`src/rtl/mem_ctrl.sv`:
```
// mem_ctrl: single-port RAM access controller for a simple CPU handshake.
// A request is taken only in IDLE. Writes strobe mem_write for one cycle.
// Reads hold mem_read for RD_LAT cycles and capture mem_dout into cpu_rdata
// at the edge that ends the last read cycle. cpu_ack pulses for one cycle.
// Optional build: define MEM_ADDR_CHECK_EN to reject CPU addresses whose bits
// above ADDR_W are nonzero. Such requests go through an ERR state that pulses
// cpu_err together with cpu_ack and issues no RAM strobe. When the macro is
// not defined, the upper address bits are dropped and cpu_err stays 0.
module mem_ctrl #(
  parameter int DATA_W = 32,
  parameter int ADDR_W = 9,
  parameter int RD_LAT = 1   // legal range 1..4
) (
  input  logic              clk,
  input  logic              clear,
  input  logic              cpu_req,
  input  logic              cpu_we,
  input  logic [31:0]       cpu_addr,
  input  logic [DATA_W-1:0] cpu_wdata,
  output logic [DATA_W-1:0] cpu_rdata,
  output logic              cpu_ack,
  output logic              cpu_busy,
  output logic              cpu_err,
  output logic              mem_read,
  output logic              mem_write,
  output logic [ADDR_W-1:0] mem_addr,
  output logic [DATA_W-1:0] mem_din,
  input  logic [DATA_W-1:0] mem_dout
);

`ifdef MEM_ADDR_CHECK_EN
  typedef enum logic [2:0] {IDLE, WR, RD, ACK, ERR} state_t;
`else
  typedef enum logic [1:0] {IDLE, WR, RD, ACK} state_t;
`endif

  // A 2-bit counter covers up to four read cycles.
  localparam int CNT_W = 2;
  localparam logic [CNT_W-1:0] RD_LAST = CNT_W'(RD_LAT - 1);

  state_t            state_reg, state_next;
  logic [CNT_W-1:0]  rd_cnt_reg, rd_cnt_next;
  logic [ADDR_W-1:0] addr_reg;
  logic [DATA_W-1:0] wdata_reg;
  logic [DATA_W-1:0] rdata_reg;
  logic              accept;
  logic              rd_last;

  // A request counts only when the controller is idle.
  // While busy, all CPU inputs are ignored.
  assign accept  = (state_reg == IDLE) && cpu_req;
  assign rd_last = (rd_cnt_reg == RD_LAST);

`ifdef MEM_ADDR_CHECK_EN
  logic addr_bad;
  assign addr_bad = |cpu_addr[31:ADDR_W];
`else
  // The upper address bits are intentionally dropped in this build.
  logic addr_hi_unused;
  assign addr_hi_unused = ^cpu_addr[31:ADDR_W];
`endif

  // State register and read-cycle counter.
  always_ff @(posedge clk or negedge clear) begin
    if (!clear) begin
      state_reg  <= IDLE;
      rd_cnt_reg <= '0;
    end else begin
      state_reg  <= state_next;
      rd_cnt_reg <= rd_cnt_next;
    end
  end

  // Next-state logic. The read counter restarts on every acceptance.
  always_comb begin
    state_next  = state_reg;
    rd_cnt_next = rd_cnt_reg;
    case (state_reg)
      IDLE: begin
        if (cpu_req) begin
          rd_cnt_next = '0;
`ifdef MEM_ADDR_CHECK_EN
          if (addr_bad) begin
            state_next = ERR;
          end else begin
            state_next = cpu_we ? WR : RD;
          end
`else
          state_next = cpu_we ? WR : RD;
`endif
        end
      end
      WR: begin
        state_next = ACK;
      end
      RD: begin
        if (rd_last) begin
          state_next = ACK;
        end else begin
          rd_cnt_next = rd_cnt_reg + CNT_W'(1);
        end
      end
      ACK: begin
        state_next = IDLE;
      end
`ifdef MEM_ADDR_CHECK_EN
      ERR: begin
        state_next = IDLE;
      end
`endif
      default: begin
        state_next = IDLE;
      end
    endcase
  end

  // Latch the address and write data at acceptance.
  // The RAM sees these values unchanged until the next acceptance.
  always_ff @(posedge clk or negedge clear) begin
    if (!clear) begin
      addr_reg  <= '0;
      wdata_reg <= '0;
    end else if (accept) begin
      addr_reg  <= cpu_addr[ADDR_W-1:0];
      wdata_reg <= cpu_wdata;
    end
  end

  // Memory data register.
  // It is loaded only at the edge that ends the last read cycle.
  always_ff @(posedge clk or negedge clear) begin
    if (!clear) begin
      rdata_reg <= '0;
    end else if ((state_reg == RD) && rd_last) begin
      rdata_reg <= mem_dout;
    end
  end

  // Output decode straight from the state register.
  // As a result, reset clears every output at once.
  always_comb begin
    cpu_busy  = (state_reg != IDLE);
    mem_write = (state_reg == WR);
    mem_read  = (state_reg == RD);
`ifdef MEM_ADDR_CHECK_EN
    cpu_ack   = (state_reg == ACK) || (state_reg == ERR);
    cpu_err   = (state_reg == ERR);
`else
    cpu_ack   = (state_reg == ACK);
    cpu_err   = 1'b0;
`endif
  end

  assign cpu_rdata = rdata_reg;
  assign mem_addr  = addr_reg;
  assign mem_din   = wdata_reg;

endmodule
```
`config.mk`:
```
export PLATFORM = sky130hd
export DESIGN_NAME = mem_ctrl
export DESIGN_NICKNAME = d
export VERILOG_FILES = /design/src/rtl/mem_ctrl.sv
export SDC_FILE = /design/constraint.sdc
export NUM_CORES = 1
export LEC_CHECK = 0
export CORE_UTILIZATION = 39
export CTS_CLUSTER_SIZE = 14
export DETAILED_ROUTE_END_ITERATION = 12
export PLACE_DENSITY = 0.8
export SYNTH_ARGS = -nofsm -noshare
export SYNTH_HDL_FRONTEND = slang
export SYNTH_SLANG_ARGS = --single-unit
```
`constraint.sdc`:
```
create_clock -name clk -period 1.86 [get_ports clk]
set_input_delay 0.558 -clock clk [delete_from_list [all_inputs] [get_ports clk]]
set_output_delay 0.558 -clock clk [all_outputs]
set_load 0.01 [all_outputs]
```
==> results <==
[routing by layer]
metal  wire length (µm)  vias up
met3                624        7
met2               3390       99
li1                   -      992
met5                  0        -
met4                 62        0
met1               2870     1017
[repair_timing]
action                     4_1_cts  5_1_grt
resized for setup                9       17
hold buffers                     0        0
buffers inserted                 0        1
cloned                           0        0
hold endpoints to repair         0        0
setup endpoints to repair        4       15
[kinds of logic (layout without fill, tap and decap cells)]
logic type,count (synthesis),count (layout),synth area share [%]
fa+ha+maj,7,7,2.63
mux,77,77,33.9
other cells,1,1,0.113
simple gates,9,9,1.35
flops,77,77,57.9
buf+inv,15,195,3.39
compound gates,3,3,0.677
[how the worst max path moves through the flow]
stage               endpoint  slack, ps
3_3_place_gp    state_reg[0]        -60
5_1_grt        cpu_rdata[29]          1
3_5_place_dp    state_reg[0]       -100
6_report         mem_addr[8]         50
2_1_floorplan   state_reg[0]        370
4_1_cts             cpu_busy        -20
[metrics by stage]
| stage | setup TNS (ps) | instances | area (µm²) | power [mW] | utilization (%) |
|---|---|---|---|---|---|
| CTS | -15.6 | 473 | 5270 | 9.25 | 64.1 |
| floorplan | 0 | 189 | 3330 | 5.72 | - |
| detailed placement | -1030 | 457 | 5100 | 8.13 | 62.0 |
| global placement | -724 | 457 | 5100 | 8.02 | 62.0 |
| finish | 0 | 474 | 5280 | 9.09 | 64.3 |
| global route | 0 | 474 | 5280 | 9.64 | 64.3 |
[worst register-to-register path: stages, from the launching register on]
cell	delay [ps]
dfrtp_1	370
inv_2	60
ha_2	180
buf_4	140
and2b_1	160
a21oi_1	220
mux2_1	350
[Yosys cell counts (all sizes together)]
master and number:
nand2b 1, a21oi 1, inv 7, buf 8
conb 1, mux2i 2, nand2 6, mux2 75
a211oi 1, ha 7, and2b 1, nor2 1
o21ai 1, dfrtp 77
[final cells by class]
cell class                      count  area share [%]
Clock buffer                       11            2.49
Clock inverter                      5           0.710
Inverter                            7           0.497
Multi-Input combinational cell     97            24.4
Sequential cell                    77            36.5
Tap cell                          105            2.49
Timing Repair Buffer              172            33.0
[power breakdown]
group          internal [mW]  switching, mW
Sequential              2.55          0.463
Clock                  0.488          0.584
Combinational           3.32           1.69
Total                   6.35           2.74
==> flow_summary.ini <==
[run_status]
status = completed

[sta]
max_freq_mhz = 554
finalClockSkew_ps = 11.4
hold_viol_final = 0
fin_ws_ps = 54.0
fin_crit_sh_pct = 97.1
drv_slew = 0
rsz0062_at_grt = no
hold_ws_ps = 132
period_minus_slack_ps = 1810
setup_viol = 0

[cells_and_area]
final_common_cell = clkdlybuf4s50_1
area_growth_pct = 58.9
layout.nets = 471
ff_latch_area_um2 = 1930
multi_input_area_um2 = 1290
layout-drive-gt1-share_pct = 30.9
n_fill_cell = 653
antenna_cells = 0
mostFrequentLayoutCells = clkdlybuf4s50_1, dfrtp_1, mux2_4, buf_4, dlymetal6s2s_1

[critical_path]
path_class = flop to output port
slowest_stage = clkdlybuf4s50_1
arrival_ps = 1250
r2r_end = state_reg[0]
crit_path_max_fanout = 2
start_kind = flop
end_kind = output port
worstRegToRegCells = 6
cp.buffers_inverters = 1
reg2reg_slack_ps = 270
r2r-start = state_reg[0]
critPathRequiredTime_ps = 1300
cp-startpoint = mem_addr[8]
worst_path_largest_cell_delay_ps = 550
crit_cells = 1
worstPathCellList = clkdlybuf4s50_1
crit_family = buffers and inverters

[route]
dr_total_vias = 2115
drc_errors = 0
routed_wl_mm = 6.95
drt-initial-drc-count = 43
ant_nets = 0
routed_via_density = 4.46
firstDrtPassIters = 4
wl_per_cell_um = 14.7

[global_routing]
grt_first_pass_wirelength_mm = 10.7
use_met2_pct = 25.6
grt_util_all_layers_pct = 15.9
grt.met3_usage_pct = 4.99
gr-total-overflow = 0
grt_use_met1_pct = 20.1
grt_pass1_vias = 2239
busiest_layer = met2
antenna_found_initial = 0
grt_max_degree = 33

[floorplan]
num_rows = 33
dieArea_um2 = 8900
ioPinCount = 178
start_util_pct = 40.5
die_h_um = 94.3
die_width_um = 94.3
core_area_um2 = 8220

[place]
routabilityCongestion = 0.761
post-place-ws_ps = -98.6
dp_hpwl_mm = 5.22
port_buffers = 153

[logic_synthesis]
yosys_warnings = 0
synth_area_leader_cell = dfrtp_1
yosysUniqueCellTypes = 18
netlist_instances = 189
ys_seq_elements = 77
syn_area_um2 = 3330
synthTopCellsByArea = dfrtp_1, mux2_4, ha_1, buf_6, mux2_1
syn_area_per_cell_um2 = 17.6
yosysTopAreaCellShare_pct = 57.9
synth_nets = 296
synth_seq_area_share_pct = 57.9

[worst_hold_path]
hold_class = input pin to asynchronous set/reset pin

[power]
ir_drop_mv = 0.815
powerDensity_nw_per_um2 = 1720
power_leakage_nw = 2.59

[clocking]
clockBufferDepth = 2
insertion_delay_ps = 340
cts_tree = built
clockRootBuffer = clkbuf_8
cts.sinks = 77
htreeDepth = 3
cts_buffers = 9
clk_pin_slew_ps = 90

[run]
cap_violations = 0
Power figures use the tool's default switching activity.
